[src/rtl/call_stack.sv]
// LIFO for the CPU return-address/data stack with a combinational top-of-stack read.
// Define STACK_ERR_EN to build the sticky overflow/underflow flags; otherwise both are tied to 0.
module call_stack #(
  parameter int DEPTH = 16,
  parameter int WIDTH = 8
) (
  input  logic                       clk,
  input  logic                       rst,
  input  logic                       stack_push_enable,
  input  logic [WIDTH-1:0]           stack_push_data,
  input  logic                       stack_pop_enable,
  output logic [WIDTH-1:0]           stack_pop_data,
  input  logic                       stack_clear,
  output logic [$clog2(DEPTH):0]     stack_count,
  output logic                       stack_full,
  output logic                       stack_empty,
  output logic                       stack_overflow,
  output logic                       stack_underflow
);

  localparam int AW = $clog2(DEPTH);
  localparam int CW = AW + 1;
  localparam logic [CW-1:0] ONE = CW'(1);

  logic [WIDTH-1:0] mem_q [DEPTH];
  logic [CW-1:0]    sp_q, sp_d;
  logic [AW-1:0]    top_idx;
  logic [AW-1:0]    wr_idx;
  logic             wr_en;
  logic             full, empty;

  assign full    = (sp_q == CW'(DEPTH));
  assign empty   = (sp_q == '0);
  assign top_idx = sp_q[AW-1:0] - AW'(1);

  assign stack_count    = sp_q;
  assign stack_full     = full;
  assign stack_empty    = empty;
  assign stack_pop_data = empty ? '0 : mem_q[top_idx];

  always_comb begin
    sp_d   = sp_q;
    wr_en  = 1'b0;
    wr_idx = sp_q[AW-1:0];
    if (stack_clear) begin
      sp_d = '0;
    end else if (stack_push_enable && (!stack_pop_enable || empty)) begin
      // push-and-pop on an empty stack degenerates to a plain push
      if (!full) begin
        wr_en = 1'b1;
        sp_d  = sp_q + ONE;
      end
    end else if (stack_push_enable) begin
      wr_en  = 1'b1;
      wr_idx = top_idx;
    end else if (stack_pop_enable && !empty) begin
      sp_d = sp_q - ONE;
    end
  end

  always_ff @(posedge clk or posedge rst) begin
    if (rst) begin
      sp_q <= '0;
    end else begin
      sp_q <= sp_d;
    end
  end

  always_ff @(posedge clk) begin
    if (wr_en) begin
      mem_q[wr_idx] <= stack_push_data;
    end
  end

`ifdef STACK_ERR_EN
  logic ovf_q, unf_q;
  logic ovf_set, unf_set;

  assign ovf_set = stack_push_enable && !stack_pop_enable && full  && !stack_clear;
  assign unf_set = stack_pop_enable  && !stack_push_enable && empty && !stack_clear;

  always_ff @(posedge clk or posedge rst) begin
    if (rst) begin
      ovf_q <= 1'b0;
      unf_q <= 1'b0;
    end else if (stack_clear) begin
      ovf_q <= 1'b0;
      unf_q <= 1'b0;
    end else begin
      if (ovf_set) ovf_q <= 1'b1;
      if (unf_set) unf_q <= 1'b1;
    end
  end

  assign stack_overflow  = ovf_q;
  assign stack_underflow = unf_q;
`else
  assign stack_overflow  = 1'b0;
  assign stack_underflow = 1'b0;
`endif

endmodule

[config.mk]
export PLATFORM = sky130hd
export DESIGN_NAME = call_stack
export DESIGN_NICKNAME = d
export VERILOG_FILES = /design/src/rtl/call_stack.sv
export SDC_FILE = /design/constraint.sdc
export NUM_CORES = 1
export LEC_CHECK = 0
export CAP_MARGIN = 10
export CORE_UTILIZATION = 64
export DETAILED_ROUTE_END_ITERATION = 12
export PLACE_DENSITY = 0.84
export SYNTH_ARGS = -nofsm -noshare
export SYNTH_HDL_FRONTEND = slang
export SYNTH_SLANG_ARGS = --single-unit
[constraint.sdc]
create_clock -name clk -period 5.1 [get_ports clk]
set_clock_uncertainty 0.1 [all_clocks]
set_input_delay 1.53 -clock clk [delete_from_list [all_inputs] [get_ports clk]]
set_output_delay 1.53 -clock clk [all_outputs]
set_load 0.01 [all_outputs]
# After elaboration in Yosys (flattened, before gate mapping)
# Memories as Yosys holds them, arrays and structs flattened.
# Index checks and enable logic that the tools add are counted.
# Widths: inputs -> output; s select.
# op_classes
shift,0
magnitude_cmp,0
eq_ne,3
bitwise_logic,0
addsub,3
n_reduce_logical,8
mul,0
n_div,0
mux,15
# op_table
cell,count
$mux 5,5
$mux 4,3
$mux 8,1
$mux 1,6
$add 5x1->5 const B,1
$eq 5x5->1 const B,1
$logic_not 5->1,1
$sub 5x1->5 const B,1
$sub 4x1->4 const B,1
$ne 3x1->1 const B,1
$ne 3x3->1 const B,1
$reduce_and 3->1,1
$reduce_bool 3->1,1
$logic_and 1x1->1,2
$logic_not 1->1,2
$logic_or 1x1->1,1
# totals
wordCells,31
output_inout_bits,17
mem_bits_ro,0
ff_bits,5
ram_bits,128
latch_bits,0
n_memories,1
input_bits,13
# memory_table
memory,words,word_bits,read_ports,rd_clocked_by_memory_dff,wr,line,text
mem_q,16,8,1,0,1,25,logic [WIDTH-1:0] mem_q [DEPTH];

# Longest topological paths before layout
# logic_depth
ltp_word,7
depth_mapped,11
mapped_depth_nobuf,10

# Worst setup path before layout
# OpenSTA, ideal clock, no wires.
# synth_timing
path_kind,reg2out
start,"register sp_q[0], in the netlist stack_count[0]"
end,output port stack_pop_data[0]
arrival_time_ps,2273
path_slack_ps,1197
n_path_buf,3
stages_incl_launch_ff,9
required_ps,3470
cell_sequence,dfrtp_1 buf_4 inv_1 ha_1 clkbuf_2 clkbuf_1 mux4_2 mux2i_1 o22ai_1
# synth_via
elab_chain_cells,3
elab_cells_between_ends,4
classes_between,add/sub (1); mux (1); reduce/logical (1); memory (1)
# synth_lines
item,line,text
from (decl),26,"logic [CW-1:0] sp_q, sp_d;"
from (signal assigned),65,sp_q <= sp_d;
$sub 4x1->4,34,assign top_idx = sp_q[AW-1:0] - AW'(1);
$mem_v2 16x8,--,
$mux 8 (*),39,assign stack_pop_data = empty ? '0 : mem_q[top_idx];
to (decl),12,"output logic [WIDTH-1:0] stack_pop_data,"
# Mark *: on every way between the ends. The rest lies on a longest branch, timed or not.

# Final worst setup path
# layout_timing
start,"register sp_q[0], in the netlist stack_count[0]"
end,output port stack_pop_data[5]
# Same word-level chain as after synthesis.

==> flow_metrics.tcl <==
set metrics [dict create \
    yosys_warnings 0 \
    path_class "reg2out" \
    cp.required_ns 3.47 \
    cts_buffer_depth 2 \
    rrSetupSlack_ns 1.97 \
    hold_violations 0 \
    tightest_slew_ns 0.9077 \
    rsz0062_at_grt "false" \
    worst_r2r_path_depth 10 \
    reg2reg_from "stack_count[0]" \
    dieArea_mm2 0.009292 \
    route.antenna.remaining_nets 0 \
    dp_hpwl_mm 6.760 \
    core_area_mm2 0.008678 \
    crit_chain "inv_1 -> ha_1 -> nor2b_1 -> a21o_1 -> a21oi_1 -> a21oi_1 -> o22ai_1 -> clkdlybuf4s50_1" \
    rows 34 \
    async_reset_ff_frac 0.03759 \
    grt_pass1_vias 3060 \
    cts_setup_buffers 0 \
    cts-root-buf "clkbuf_8" \
    syn_to_final_growth_pct 19.04 \
    crit_slowest_cell "a21oi_1" \
    min_period_ns 4.965 \
    grt_usage 0.2853 \
    synth_edf_count 128 \
    seq_area_frac_synth 0.6959 \
    p_leak_nw 2.305 \
    end_kind "output port" \
    firstDrtPassIters 4 \
    vdd.ir_drop.worst_v 0.0003560 \
    whs_path_depth 2 \
    max_cap_violations 0 \
    antenna_found_initial 0 \
    io_buffers 27 \
    clock_latency_ns 0.52 \
    gp_congestion 0.8632 \
    setup_violations 0 \
    nets 377 \
    synth_area_leaders "edfxtp_1 67%, mux4_2 13%, mux2i_1 3.2%" \
    fmax_mhz 201.4 \
    fillers 453 \
    dpl_cell_area_mm2 0.006180 \
    setup_tns_ns 0 \
    final_area_mm2 0.006789 \
    clock_sinks 133 \
    hold_end "stack_count[0]" \
    grt-ovfl-total 0 \
    ys.flop_type "edfxtp_1" \
    slew_violations 0 \
    pwr_density_cell_mw_per_mm2 590.7 \
    synth_top_area_frac 0.6740 \
    die_h_um 96.40 \
    hp-start "stack_count[0]" \
    synth_area_mm2 0.005703 \
    clk_pin_slew_ns 0.06 \
    drt-initial-drc-count 190 \
    status "finished clean" \
    num_vias 3063 \
    max_stage_delay_ns 0.72 \
    syn_area_per_cell_um2 18.70 \
    synthCells 305 \
    max-slew-margin-rel 0.3949 \
    synth.ff_latch_count 133 \
    grt_max_degree 27 \
    start_kind "flip-flop" \
    synth_top_area_cell "edfxtp_1" \
    wl_mm 12.02 \
    num_antenna_cells 0 \
    vias_per_cell 6.408 \
    die_w_um 96.40 \
    cp_max_fo 8 \
    hold_buffers 0 \
    hp-class "reg2reg" \
    crit_top_cell "a21oi_1" \
    numCtsBuffers 17 \
    synth.distinct_cells 50 \
    start_util 0.6572 \
    drive_gt1_frac 0.2459 \
    period_share 0.9735 \
    grt_first_pass_wirelength_mm 17.46 \
    reg2reg_to "stack_count[4]" \
    cts_tree "done" \
    pin_count 30 \
    post_cts_resized 0 \
    arrival_ns 3.34 \
    routedWlPerCell_um 25.15 \
    drc_errors 0 \
    h-tree-depth 4 \
]
## kinds of logic (layout without fill, tap and decap cells)
group,after synthesis,after routing,share of synthesized area
other cells,1,2,0.0006576
xor+xnor,6,6,0.01251
simple gates,52,52,0.04827
buf+inv,21,85,0.02150
fa+ha+maj,7,7,0.01667
compound gates,34,34,0.04410
flops,133,133,0.6959
mux,51,51,0.1604
## registers in the layout, summed over array words and instances (netlist names)
register     flops
stack_count      5
mem_q          128
## critical path, delay by kind of cell, from the launching register on
kind | cells | cell delay (ns)
buffers and inverters | 2 | 0.73
and+or+nand+nor | 1 | 0.22
AOI/OAI and AO/OA | 4 | 1.14
DFF | 1 | 0.43
adders and majority gates | 1 | 0.29
## layer usage
layer	vias to the layer above	part of all wire	track usage
met2	125	0.52	0.4882
met5	-	0	0
met4	0	0.014	0.1287
met3	12	0.065	0.05321
met1	1579	0.40	0.3585
li1	1347	-	-
## worst max path at each step
stage	from	slack, ns	to	depth (start not counted)
finish	stack_count[0]	0.13	stack_pop_data[5]	8
global route	stack_count[0]	0.005	stack_pop_data[4]	8
detailed placement	stack_pop_enable	0.75	stack_count[4]	9
floorplan	stack_count[0]	1.20	stack_pop_data[0]	8
CTS	stack_count[0]	0.17	stack_pop_data[5]	8
global placement	stack_pop_enable	0.83	stack_count[4]	9
## where the power goes
group          total [W]  internal [W]  leakage (nW)  switching [W]
logic            0.00142      0.000696         0.796       0.000728
registers        0.00133       0.00127          1.22      0.0000630
clock network    0.00126      0.000762         0.293       0.000493
total            0.00401       0.00273          2.31        0.00128
## cell type report
class                   instances  area, um2  share of cell area
clock inverters                14      191.4             0.02820
well taps                     108      135.1             0.01990
multi-input cells             152       1615              0.2379
clock buffers                  18      417.9             0.06156
flip-flops and latches        133       3970              0.5848
repair buffers                 48      440.4             0.06487
inverters                       5      18.77            0.002764
## stage by stage
step	worst slack [ns]	util	total power (W)	cells	hold slack, ns
finish	0.1350	0.7823	0.004010	478	0.4357
floorplan	1.197	-	0.002280	306	0.5923
CTS	0.1724	0.7823	0.004028	478	0.4340
global route	0.004659	0.7823	0.004162	478	0.4584
global placement	0.8343	0.7121	0.002729	446	0.4149
detailed placement	0.7472	0.7121	0.002757	446	0.4219
## synthesized netlist by cell type (all sizes together), types with 3 or more instances
library cell  number
nor3               4
o22ai              8
buf               12
edfxtp           128
inv                5
ha                 6
a21o               3
xnor2              5
clkbuf             4
nand2              8
nand3              4
mux2i             19
dfrtp              5
mux4              32
a21oi              6
nor2              22
## cell usage in the layout, fill, tap and decap left out, drive strengths merged, types with 2 or more instances in the layout
master | synthesis | layout
nor2 | 22 | 22
xnor2 | 5 | 5
a211o | 2 | 2
clkbuf | 4 | 18
mux4 | 32 | 32
bufinv | 0 | 3
a31oi | 2 | 2
o31ai | 2 | 2
edfxtp | 128 | 128
a21o | 3 | 3
nor3 | 4 | 4
clkinv | 0 | 2
nand2 | 8 | 8
nand3 | 4 | 4
o21ai | 2 | 2
nand2b | 2 | 2
clkinvlp | 0 | 2
a21oi | 6 | 6
o22ai | 8 | 8
dfrtp | 5 | 5
clkdlybuf4s50 | 0 | 27
or3 | 2 | 2
conb | 1 | 2
mux2i | 19 | 19
o21bai | 2 | 2
nor2b | 2 | 2
inv | 5 | 12
buf | 12 | 21
ha | 6 | 6
Note: power is estimated with default switching activity, not from simulation.
